<file path="src/rtl/fft8_pkg.sv">
// Shared definitions for the fft8 datapath: frame geometry, FP16 field slices
// and the complex sample type.
package fft8_pkg;

  localparam int FFT_N  = 8;
  localparam int LOG2N  = 3;
  localparam int DW     = 32;
  localparam int RE_MSB = 31;
  localparam int RE_LSB = 16;
  localparam int IM_MSB = 15;
  localparam int IM_LSB = 0;

  typedef struct packed {
    logic [RE_MSB-RE_LSB:0] re;
    logic [IM_MSB-IM_LSB:0] im;
  } cplx_fp16_t;

  typedef enum logic {
    BANK_FILLING = 1'b0,
    BANK_FULL    = 1'b1
  } bank_state_t;

  function automatic logic [DW-1:0] pack_cplx(input logic [15:0] re, input logic [15:0] im);
    return {re, im};
  endfunction

endpackage

</file>
<file path="src/rtl/fft8_frame_collector_if.sv">
// Sample stream in, parallel frame out; slave is the collector's view.
interface fft8_frame_collector_if #(
  parameter int DW = 32
);

  logic          s_valid;
  logic [DW-1:0] s_data;
  logic          s_ready;
  logic          frame_valid;
  logic          frame_ready;
  logic [DW-1:0] frame_0;
  logic [DW-1:0] frame_1;
  logic [DW-1:0] frame_2;
  logic [DW-1:0] frame_3;
  logic [DW-1:0] frame_4;
  logic [DW-1:0] frame_5;
  logic [DW-1:0] frame_6;
  logic [DW-1:0] frame_7;
  logic [2:0]    frame_idx;

  modport slave (
    input  s_valid, s_data, frame_ready,
    output s_ready, frame_valid, frame_idx,
           frame_0, frame_1, frame_2, frame_3, frame_4, frame_5, frame_6, frame_7
  );

  modport master (
    output s_valid, s_data, frame_ready,
    input  s_ready, frame_valid, frame_idx,
           frame_0, frame_1, frame_2, frame_3, frame_4, frame_5, frame_6, frame_7
  );

endinterface

</file>
<file path="src/rtl/fft8_frame_bank.sv">
// N x DW register bank: one indexed write port, all words visible in parallel.
module fft8_frame_bank #(
  parameter int DW = 32,
  parameter int N  = 8
) (
  input  logic                         clk,
  input  logic                         rst_n,
  input  logic                         we,
  input  logic [fft8_pkg::LOG2N-1:0]   widx,
  input  logic [DW-1:0]                wdata,
  output logic [DW-1:0]                q [N]
);

  always_ff @(posedge clk or negedge rst_n) begin
    if (!rst_n) begin
      for (int unsigned i = 0; i < N; i++) q[i] <= '0;
    end else if (we) begin
      q[widx] <= wdata;
    end
  end

endmodule

</file>
<file path="src/rtl/fft8_frame_collector.sv">
// Ping-pong frame collector: assembles 8 serial samples per frame into one of
// two banks and presents the oldest full bank as eight parallel words.
module fft8_frame_collector #(
  parameter int DW = 32,
  parameter int N  = 8
) (
  input  logic                    clk,
  input  logic                    rst_n,
  fft8_frame_collector_if.slave   bus
);

  import fft8_pkg::*;

  logic [LOG2N-1:0] wr_ptr;
  logic             wr_bank;
  logic             rd_bank;
  bank_state_t      bank_st [2];

  logic accept;
  logic consume;
  logic complete;

  logic [DW-1:0] q0  [N];
  logic [DW-1:0] q1  [N];
  logic [DW-1:0] sel [N];

  assign bus.s_ready     = (bank_st[wr_bank] == BANK_FILLING);
  assign bus.frame_valid = (bank_st[rd_bank] == BANK_FULL);
  assign bus.frame_idx   = wr_ptr;

  assign accept   = bus.s_valid && bus.s_ready;
  assign consume  = bus.frame_valid && bus.frame_ready;
  assign complete = accept && (wr_ptr == 3'd7);

  // Completion targets a FILLING bank and consumption a FULL one, so when both
  // fire in one cycle they always update different banks.
  always_ff @(posedge clk or negedge rst_n) begin
    if (!rst_n) begin
      wr_ptr  <= '0;
      wr_bank <= 1'b0;
      rd_bank <= 1'b0;
      for (int unsigned i = 0; i < 2; i++) bank_st[i] <= BANK_FILLING;
    end else begin
      if (accept) wr_ptr <= wr_ptr + 3'd1;
      if (complete) begin
        bank_st[wr_bank] <= BANK_FULL;
        wr_bank          <= ~wr_bank;
      end
      if (consume) begin
        bank_st[rd_bank] <= BANK_FILLING;
        rd_bank          <= ~rd_bank;
      end
    end
  end

  fft8_frame_bank #(.DW(DW), .N(N)) u_bank0 (
    .clk   (clk),
    .rst_n (rst_n),
    .we    (accept && !wr_bank),
    .widx  (wr_ptr),
    .wdata (bus.s_data),
    .q     (q0)
  );

  fft8_frame_bank #(.DW(DW), .N(N)) u_bank1 (
    .clk   (clk),
    .rst_n (rst_n),
    .we    (accept && wr_bank),
    .widx  (wr_ptr),
    .wdata (bus.s_data),
    .q     (q1)
  );

  always_comb begin
    for (int unsigned k = 0; k < N; k++) sel[k] = rd_bank ? q1[k] : q0[k];
  end

  assign bus.frame_0 = sel[0];
  assign bus.frame_1 = sel[1];
  assign bus.frame_2 = sel[2];
  assign bus.frame_3 = sel[3];
  assign bus.frame_4 = sel[4];
  assign bus.frame_5 = sel[5];
  assign bus.frame_6 = sel[6];
  assign bus.frame_7 = sel[7];

endmodule
</file>
<file path="src/flat_wrapper.sv">
// flat-port wrapper written by rule: the top's interface ports become plain ports
module fft8_frame_collector_flat import fft8_pkg::*;
#(
  parameter int DW = 32,
  parameter int N  = 8
)
  (clk, rst_n, bus_s_valid, bus_s_data, bus_frame_ready, bus_s_ready, bus_frame_valid, bus_frame_idx, bus_frame_0, bus_frame_1, bus_frame_2, bus_frame_3, bus_frame_4, bus_frame_5, bus_frame_6, bus_frame_7);
  fft8_frame_collector_if #(.DW(DW)) bus_i ();
  input  logic clk;
  input  logic rst_n;
  input wire logic [$bits(bus_i.s_valid)-1:0] bus_s_valid;
  input wire logic [$bits(bus_i.s_data)-1:0] bus_s_data;
  input wire logic [$bits(bus_i.frame_ready)-1:0] bus_frame_ready;
  output wire logic [$bits(bus_i.s_ready)-1:0] bus_s_ready;
  output wire logic [$bits(bus_i.frame_valid)-1:0] bus_frame_valid;
  output wire logic [$bits(bus_i.frame_idx)-1:0] bus_frame_idx;
  output wire logic [$bits(bus_i.frame_0)-1:0] bus_frame_0;
  output wire logic [$bits(bus_i.frame_1)-1:0] bus_frame_1;
  output wire logic [$bits(bus_i.frame_2)-1:0] bus_frame_2;
  output wire logic [$bits(bus_i.frame_3)-1:0] bus_frame_3;
  output wire logic [$bits(bus_i.frame_4)-1:0] bus_frame_4;
  output wire logic [$bits(bus_i.frame_5)-1:0] bus_frame_5;
  output wire logic [$bits(bus_i.frame_6)-1:0] bus_frame_6;
  output wire logic [$bits(bus_i.frame_7)-1:0] bus_frame_7;
  assign bus_i.s_valid = bus_s_valid;
  assign bus_i.s_data = bus_s_data;
  assign bus_i.frame_ready = bus_frame_ready;
  assign bus_s_ready = bus_i.s_ready;
  assign bus_frame_valid = bus_i.frame_valid;
  assign bus_frame_idx = bus_i.frame_idx;
  assign bus_frame_0 = bus_i.frame_0;
  assign bus_frame_1 = bus_i.frame_1;
  assign bus_frame_2 = bus_i.frame_2;
  assign bus_frame_3 = bus_i.frame_3;
  assign bus_frame_4 = bus_i.frame_4;
  assign bus_frame_5 = bus_i.frame_5;
  assign bus_frame_6 = bus_i.frame_6;
  assign bus_frame_7 = bus_i.frame_7;
  fft8_frame_collector #(.DW(DW), .N(N)) u_core (.clk(clk), .rst_n(rst_n), .bus(bus_i));
endmodule
</file>
<file path="config.mk">
export PLATFORM = sky130hd
export DESIGN_NAME = fft8_frame_collector_flat
export DESIGN_NICKNAME = d
export VERILOG_FILES = /design/src/rtl/fft8_pkg.sv /design/src/rtl/fft8_frame_collector_if.sv /design/src/rtl/fft8_frame_bank.sv /design/src/rtl/fft8_frame_collector.sv /design/src/flat_wrapper.sv
export SDC_FILE = /design/constraint.sdc
export NUM_CORES = 1
export LEC_CHECK = 0
export ABC_AREA = 1
export CORE_MARGIN = 2
export CORE_UTILIZATION = 25
export CTS_CLUSTER_SIZE = 10
export DETAILED_ROUTE_END_ITERATION = 10
export HOLD_SLACK_MARGIN = 0.06
export PLACE_DENSITY = 0.52
export SYNTH_ARGS = -nofsm -noshare
export SYNTH_HDL_FRONTEND = slang
export SYNTH_SLANG_ARGS = --single-unit
</file>
<file path="constraint.sdc">
create_clock -name clk -period 1.4 [get_ports clk]
set_input_delay 0.28 -clock clk [delete_from_list [all_inputs] [get_ports clk]]
set_output_delay 0.28 -clock clk [all_outputs]
set_load 0.02 [all_outputs]
</file>
==> metrics.md, run 1 <==
| Metric | Value |
|---|---|
| Status | `complete, but fails checks` |
| Failing checks | `negative setup slack` |
| Initial core utilization | `25.3%` |
| Actual slew at the worst max-slew pin | `0.376 ns` |
| Placed cell count | `4,655` |
| CP Launch Type | `flop` |
| Area growth, synth to finish | `37.7%` |
| I/O pin cnt | `297` |
| Fillers | `9,726` |
| Synth area leaders | `dfrtp_1 (56%), nand2_1 (35%), nand3_1 (4.4%)` |
| Main synth FF type | `dfrtp_1` |
| Routed WL | `89,700 um` |
| DR vias/cell | `4.40` |
| Sum Neg Setup Slack | `-236.77 ns` |
| R2r setup slk | `-0.20 ns` |
| Number of synthesis warnings | `0` |
| Global Route Usage Sum | `18.3%` |
| Area leader, netlist | `dfrtp_1` |
| CTS H-tree lvls | `2` |
| FFs w/ async S/R, synth | `100%` |
| Nets | `3,531` |
| Detailed Routing Iterations Pass 1 | `5` |
| Overall Power | `75.5 mW` |
| CTS buffer count | `61` |
| Final clock skew | `0.0179 ns` |
| Initial antenna violation count | `2` |
| First-pass GRT wire length | `133,000 um` |
| WP data required | `1.12 ns` |
| Clock Sinks | `519` |
| Worst setup EP type | `primary output` |
| Post-route cell area | `0.0320 mm2` |
| Top-count cell post-synth | `nand2_1` |
| Num rows | `111` |
| Final core utilization | `34.9%` |
| Reg2Reg Depth | `7` |
| DRC viols | `0` |
| Worst r2r src | `u_core.rd_bank` |
| Worst hold path class | `in -> async` |
| Post-synth top cells | `nand2_1 (2,147), dfrtp_1 (519), nand3_1 (204), clkbuf_1 (158), buf_2 (83)` |
| GPL Wtd Cong | `0.772` |
| P_leak | `17.4 nW` |
| Yosys reg bits | `519` |
| Final hold violation count | `0` |
| Max-slew headroom | `74.9%` |
| Non-Filler Instances | `4,767` |
| Crit path kind | `reg -> out` |
| Mapped Nets | `3,190` |
| Grt total ovfl | `0` |
| Area of placed instances | `0.0302 mm2` |
| Crit Path Max Fanout | `9` |
| Die X | `309 um` |
| CTS tree | `yes` |
| Crit Reg-Reg Endpoint | `u_core.rd_bank` |
| Mapped Avg Cell Area | `7.38 um2` |
| Syn Std Cell Area | `0.0233 mm2` |
| Fmax | `0.431 GHz` |
| Placeable Area | `0.0919 mm2` |
| Setup violators final | `617` |
| Crit path from | `u_core.rd_bank` |
| Full die area | `0.0956 mm2` |
| Fin Hold WS | `0.130 ns` |
| Routed Antenna Nets | `0` |
| Worst-path clk slew | `0.06 ns` |
| Vias post-DR | `20,959` |
| Post-synth EDFFs | `0` |
| Clock buffer depth | `3` |
| I/O Buffers | `296` |
| Fin crit share | `166%` |
| DR iter-0 viols | `1,591` |
| Layout cell share with drive strength beyond 1 | `24.8%` |
| Pwr/cell area | `2360 mW/mm2` |
| Vias in the first global route | `20,341` |
| Die Y | `309 um` |
| Top-area cell type share of the netlist area | `55.8%` |
| Pin count of the biggest net entering global routing | `66` |
| Sequential area share after synthesis | `55.8%` |
| Gate Count Post-Synth | `3,152` |
| RSZ-0062 raised after global routing | `yes` |
| Clk_lat worst skew | `0.60 ns` |
| Worst EP arrival | `2.04 ns` |
| VDD IR max | `1.15 mV` |
| DPL Wire Length | `58,800 um` |
| Setup WS post-layout | `-0.918 ns` |
| Reg area | `0.0130 mm2` |
| Multi-input logic area | `0.0102 mm2` |
| Max_cap viols | `0` |
| Wire per inst | `18.8 um` |
| Netlist cell types | `17` |
| Setup WS pre-CTS | `-0.798 ns` |
| Max-slew violation count | `0` |
| Crit path time final | `2.32 ns` |
| CTS Root Buffer Type | `clkbuf_16` |
[cell usage in the layout, fill, tap and decap left out, drive strengths merged]
cell type | Yosys | layout
clkdlybuf4s15 | 0 | 3
a21boi | 1 | 1
diode | 0 | 6
dlygate4sd3 | 0 | 1
o21ai | 2 | 2
buf | 84 | 399
clkbuf | 158 | 166
bufinv | 0 | 1
a31oi | 1 | 1
clkinv | 1 | 5
ha | 2 | 2
clkdlybuf4s50 | 0 | 34
nand3 | 205 | 205
nand4 | 2 | 2
inv | 12 | 12
nor2 | 18 | 18
nand2 | 2147 | 2147
dfrtp | 519 | 519
[flip-flops by register name, summed over array words and instances (netlist names)]
name / cells
u_core.bank_st: 2
u_core.bus.frame_idx: 3
u_core.rd_bank: 1
u_core.u_bank0.q: 256
u_core.u_bank1.q: 256
u_core.wr_bank: 1
[critical path: stages, from the launching register on]
cell and delay (ns):
dfrtp_4 0.57, buf_6 0.17, clkbuf_16 0.20, buf_8 0.16, o21ai_1 0.14, buf_4 0.17
[worst max-delay path by stage]
stage	end	slack (ns)	depth (start not counted)
floorplan	bus_frame_1[10]	-0.03	6
global placement	bus_frame_2[31]	-0.77	5
detailed placement	bus_frame_2[31]	-0.80	5
CTS	bus_frame_1[4]	-1.36	5
global route	bus_frame_2[17]	-1.01	6
finish	bus_frame_valid	-0.92	5
[logic make-up (layout without fill, tap and decap cells)]
group,Yosys count,in the layout,share of synthesized area [%]
adders and majority gates,2,2,0.107
AOI/OAI and AO/OA,4,4,0.102
other,0,6,0
and+or+nand+nor,2372,2372,39.4
DFF,519,519,55.8
buffers and inverters,255,621,4.56
[cell type report]
cell class	instances	share of cell area, %
flip-flops and latches	519	40.6
clock inverters	5	0.156
well taps	1243	4.85
diodes	6	0.0469
clock buffers	83	5.15
multi-input cells	2378	31.8
repair buffers	520	17.2
inverters	13	0.234
[power by group]
group / total (mW) / internal, mW / switching (mW)
combinational: 35.9 / 14.1 / 21.8
clock: 14.3 / 8.21 / 6.09
sequential: 25.3 / 21.4 / 3.96
total: 75.5 / 43.7 / 31.8
[per-layer routing]
metal	global-route usage [%]	part of all wire [%]
met1	26.1	46
met2	29.5	47
met3	2.45	5.0
met4	4.30	1.6
met5	0	0
[what timing repair did]
item                       CTS  global route
gates cloned                 1            11
resized for setup          210           877
hold endpoints to repair   363             0
hold buffers                 1             0
pin swaps                    2            23
buffers inserted             0             5
setup endpoints to repair  705           778
No activity file was read; power rests on OpenSTA's default activity.
==> run 2, diff against run 1 <==
--- a/config.mk
+++ b/config.mk
@@ -14,4 +14,5 @@
 export PLACE_DENSITY = 0.52
 export SYNTH_ARGS = -nofsm -noshare
 export SYNTH_HDL_FRONTEND = slang
+export SYNTH_HIERARCHICAL = 1
 export SYNTH_SLANG_ARGS = --single-unit
==> metrics.md, run 2 <==
| Metric | Value |
|---|---|
| CTS H-tree lvls | `3` |
| VDD IR max | `1.11 mV` |
| Sequential area share after synthesis | `54.9%` |
| Clock buffer depth | `3` |
| Actual slew at the worst max-slew pin | `0.460 ns` |
| Worst r2r src | `u_core/wr_bank` |
| Most frequent cells in the layout | `nand2_1 (1,741), dfrtp_1 (517), nand3_1 (256), nand2_2 (201), buf_6 (180)` |
| I/O Buffers | `296` |
| FFs w/ async S/R, synth | `100%` |
| Synth area leaders | `dfrtp_1 (55%), nand2_1 (33%), nand3_1 (5.5%)` |
| Setup WS post-layout | `-0.948 ns` |
| Final clock skew | `0.0168 ns` |
| Fmax | `0.426 GHz` |
| Number of synthesis warnings | `6` |
| Fillers | `9,676` |
| First-pass GRT wire length | `142,000 um` |
| Slowest stage delay, CP | `0.57 ns` |
| Post-synth top cells | `nand2_1 (2,087), dfrtp_1 (519), nand3_1 (258), clkbuf_1 (74), buf_2 (65)` |
| I/O pin cnt | `297` |
| GPL Wtd Cong | `0.786` |
| Placeable Area | `0.0936 mm2` |
| Nets | `3,590` |
| Netlist cell types | `21` |
| Die Y | `312 um` |
| Most common cell after layout, fill and taps aside | `nand2_1` |
| Syn Std Cell Area | `0.0237 mm2` |
| Fin crit share | `168%` |
| CP Launch Type | `flop` |
| P_leak | `18.5 nW` |
| Critical path, cell by cell | `buf_12 -> buf_12 -> buf_12 -> buf_4 -> nand2_2 -> nand2_2 -> buf_6` |
| Crit Path Max Fanout | `8` |
| Die X | `312 um` |
| Setup WS pre-CTS | `-0.765 ns` |
| Gate Count Post-Synth | `3,161` |
| Max_cap viols | `0` |
| Crit Reg-Reg Endpoint | `u_core/u_bank0/q[138]` |
| Vias post-DR | `22,154` |
| Setup violators final | `775` |
| Initial core utilization | `25.3%` |
| Vias in the first global route | `21,540` |
| Worst setup EP type | `primary output` |
| WP data required | `1.12 ns` |
| Initial antenna violation count | `0` |
| DRC viols | `0` |
| Wire per inst | `20.2 um` |
| Ant. Diodes | `0` |
| Post-synth EDFFs | `0` |
| Area growth, synth to finish | `45.4%` |
| DR vias/cell | `4.58` |
| DR iter-0 viols | `2,026` |
| CP max stage cell | `dfrtp_4` |
| Sum Neg Setup Slack | `-410.42 ns` |
| CTS buffer count | `66` |
| Clock Sinks | `519` |
| Reg2Reg Depth | `10` |
| Failing checks | `negative setup slack` |
| Worst-path clk slew | `0.05 ns` |
| Mapped Avg Cell Area | `7.49 um2` |
| Top-count cell post-synth | `nand2_1` |
| Layout cell share with drive strength beyond 1 | `27.7%` |
| Worst EP arrival | `2.07 ns` |
| Area leader, netlist | `dfrtp_1` |
| Placed cell count | `4,688` |
| Crit path kind | `reg -> out` |
| DPL Wire Length | `62,000 um` |
| Final hold violation count | `0` |
| Multi-input logic area | `0.0111 mm2` |
| Detailed Routing Iterations Pass 1 | `6` |
| RSZ-0062 raised after global routing | `yes` |
| Crit-path most repeated cell | `buf_12` |
| CTS Root Buffer Type | `clkbuf_16` |
| CTS tree | `yes` |
| Routed WL | `97,600 um` |
| Max-slew violation count | `0` |
| Num rows | `112` |
| Full die area | `0.0972 mm2` |
| Routed Antenna Nets | `0` |
| Mapped Nets | `3,199` |
| Crit path time final | `2.35 ns` |
| Max-slew headroom | `69.0%` |
| Reg area | `0.0130 mm2` |
| Non-Filler Instances | `4,841` |
| Worst hold path class | `in -> async` |
| Status | `complete, but fails checks` |
| Pwr/cell area | `2400 mW/mm2` |
| Pin count of the biggest net entering global routing | `79` |
| Grt total ovfl | `0` |
| Global Route Usage Sum | `19.3%` |
| R2r setup slk | `-0.49 ns` |
| Top-area cell type share of the netlist area | `54.9%` |
| Yosys reg bits | `519` |
| Main synth FF type | `dfrtp_1` |
| Clk_lat worst skew | `0.60 ns` |
## run 2: cell count changes after synthesis, moves of 2 or more
cell / previous run / this run
inv_2: 5 / 0
nand3_1: 204 / 258
nor2_2: 4 / 6
inv_1: 7 / 15
buf_6: 0 / 14
clkbuf_1: 158 / 74
buf_4: 0 / 31
nand2_1: 2147 / 2087
clkbuf_2: 0 / 62
buf_2: 83 / 65
## run 2: worst max-delay path, delay by kind of cell, from the launching register on
kind | cells | cell delay, ns
buffers and inverters | 5 | 0.75
DFF | 1 | 0.57
and+or+nand+nor | 2 | 0.13
## run 2: logic make-up (layout without fill, tap and decap cells)
family,count (synthesis),count (layout),share of synthesized area [%]
buf+inv,264,690,5.80
flops,519,519,54.9
compound gates,4,4,0.0951
fa+ha+maj,2,2,0.106
simple gates,2372,2372,39.1
## run 2: worst max path at each step
stage                     slack, ns      startpoint  cells after the start              endpoint
final                         -0.95  u_core/rd_bank                      7       bus_frame_4[17]
after global routing           -1.0  u_core/rd_bank                      7       bus_frame_3[12]
after CTS                     -1.04  u_core/rd_bank                      5       bus_frame_valid
after detailed placement      -0.76  u_core/rd_bank                      5       bus_frame_3[24]
after global placement        -0.77  u_core/rd_bank                      5       bus_frame_3[24]
after floorplan               -0.28  u_core/wr_bank                     11  u_core/u_bank0/q[33]
## run 2: per-stage QoR
step | utilization [%] | hold slack [ns] | cell area [um2] | total power, mW
after global placement | 32.1 | 0.169 | 30100 | 60.3
after CTS | 34.1 | 0.104 | 31900 | 75.0
after floorplan | - | -0.0156 | 24100 | 42.6
after global routing | 36.8 | 0.135 | 34400 | 87.2
final | 36.8 | 0.133 | 34400 | 82.5
after detailed placement | 32.1 | 0.173 | 30100 | 60.5
## run 2: layer usage
layer / vias up / share of wire, % / track usage [%]
met4: 0 / 2.6 / 6.96
met2: 807 / 47 / 30.7
met3: 126 / 6.1 / 2.82
li1: 10409 / - / -
met1: 10812 / 44 / 26.5
met5: - / 0 / 0
## run 2: layout make-up
| cell class | instances | area share (%) |
|---|---|---|
| timing repair buffer | 567 | 19.5 |
| tap | 1254 | 4.56 |
| multi-input combinational | 2378 | 32.2 |
| inverter | 18 | 0.258 |
| timing repair inverter | 2 | 0.0946 |
| clock buffer | 92 | 5.32 |
| sequential | 519 | 37.8 |
| clock inverter | 11 | 0.298 |
## run 2: power by group
part           switching (mW)  internal (mW)  leakage [nW]
logic                    24.2           17.3          10.8
clock network            6.69           9.10         0.944
registers                4.26           21.0          6.78
total                    35.1           47.4          18.5
## run 2: repair_timing
item                                    CTS  global route
pin swaps                                 5           114
setup buffers                             7            20
endpoints found under the hold margin   314             0
endpoints found under the setup margin  774           776
cloned                                    3            19
hold buffers                              1             0
resized for setup                       772          1100
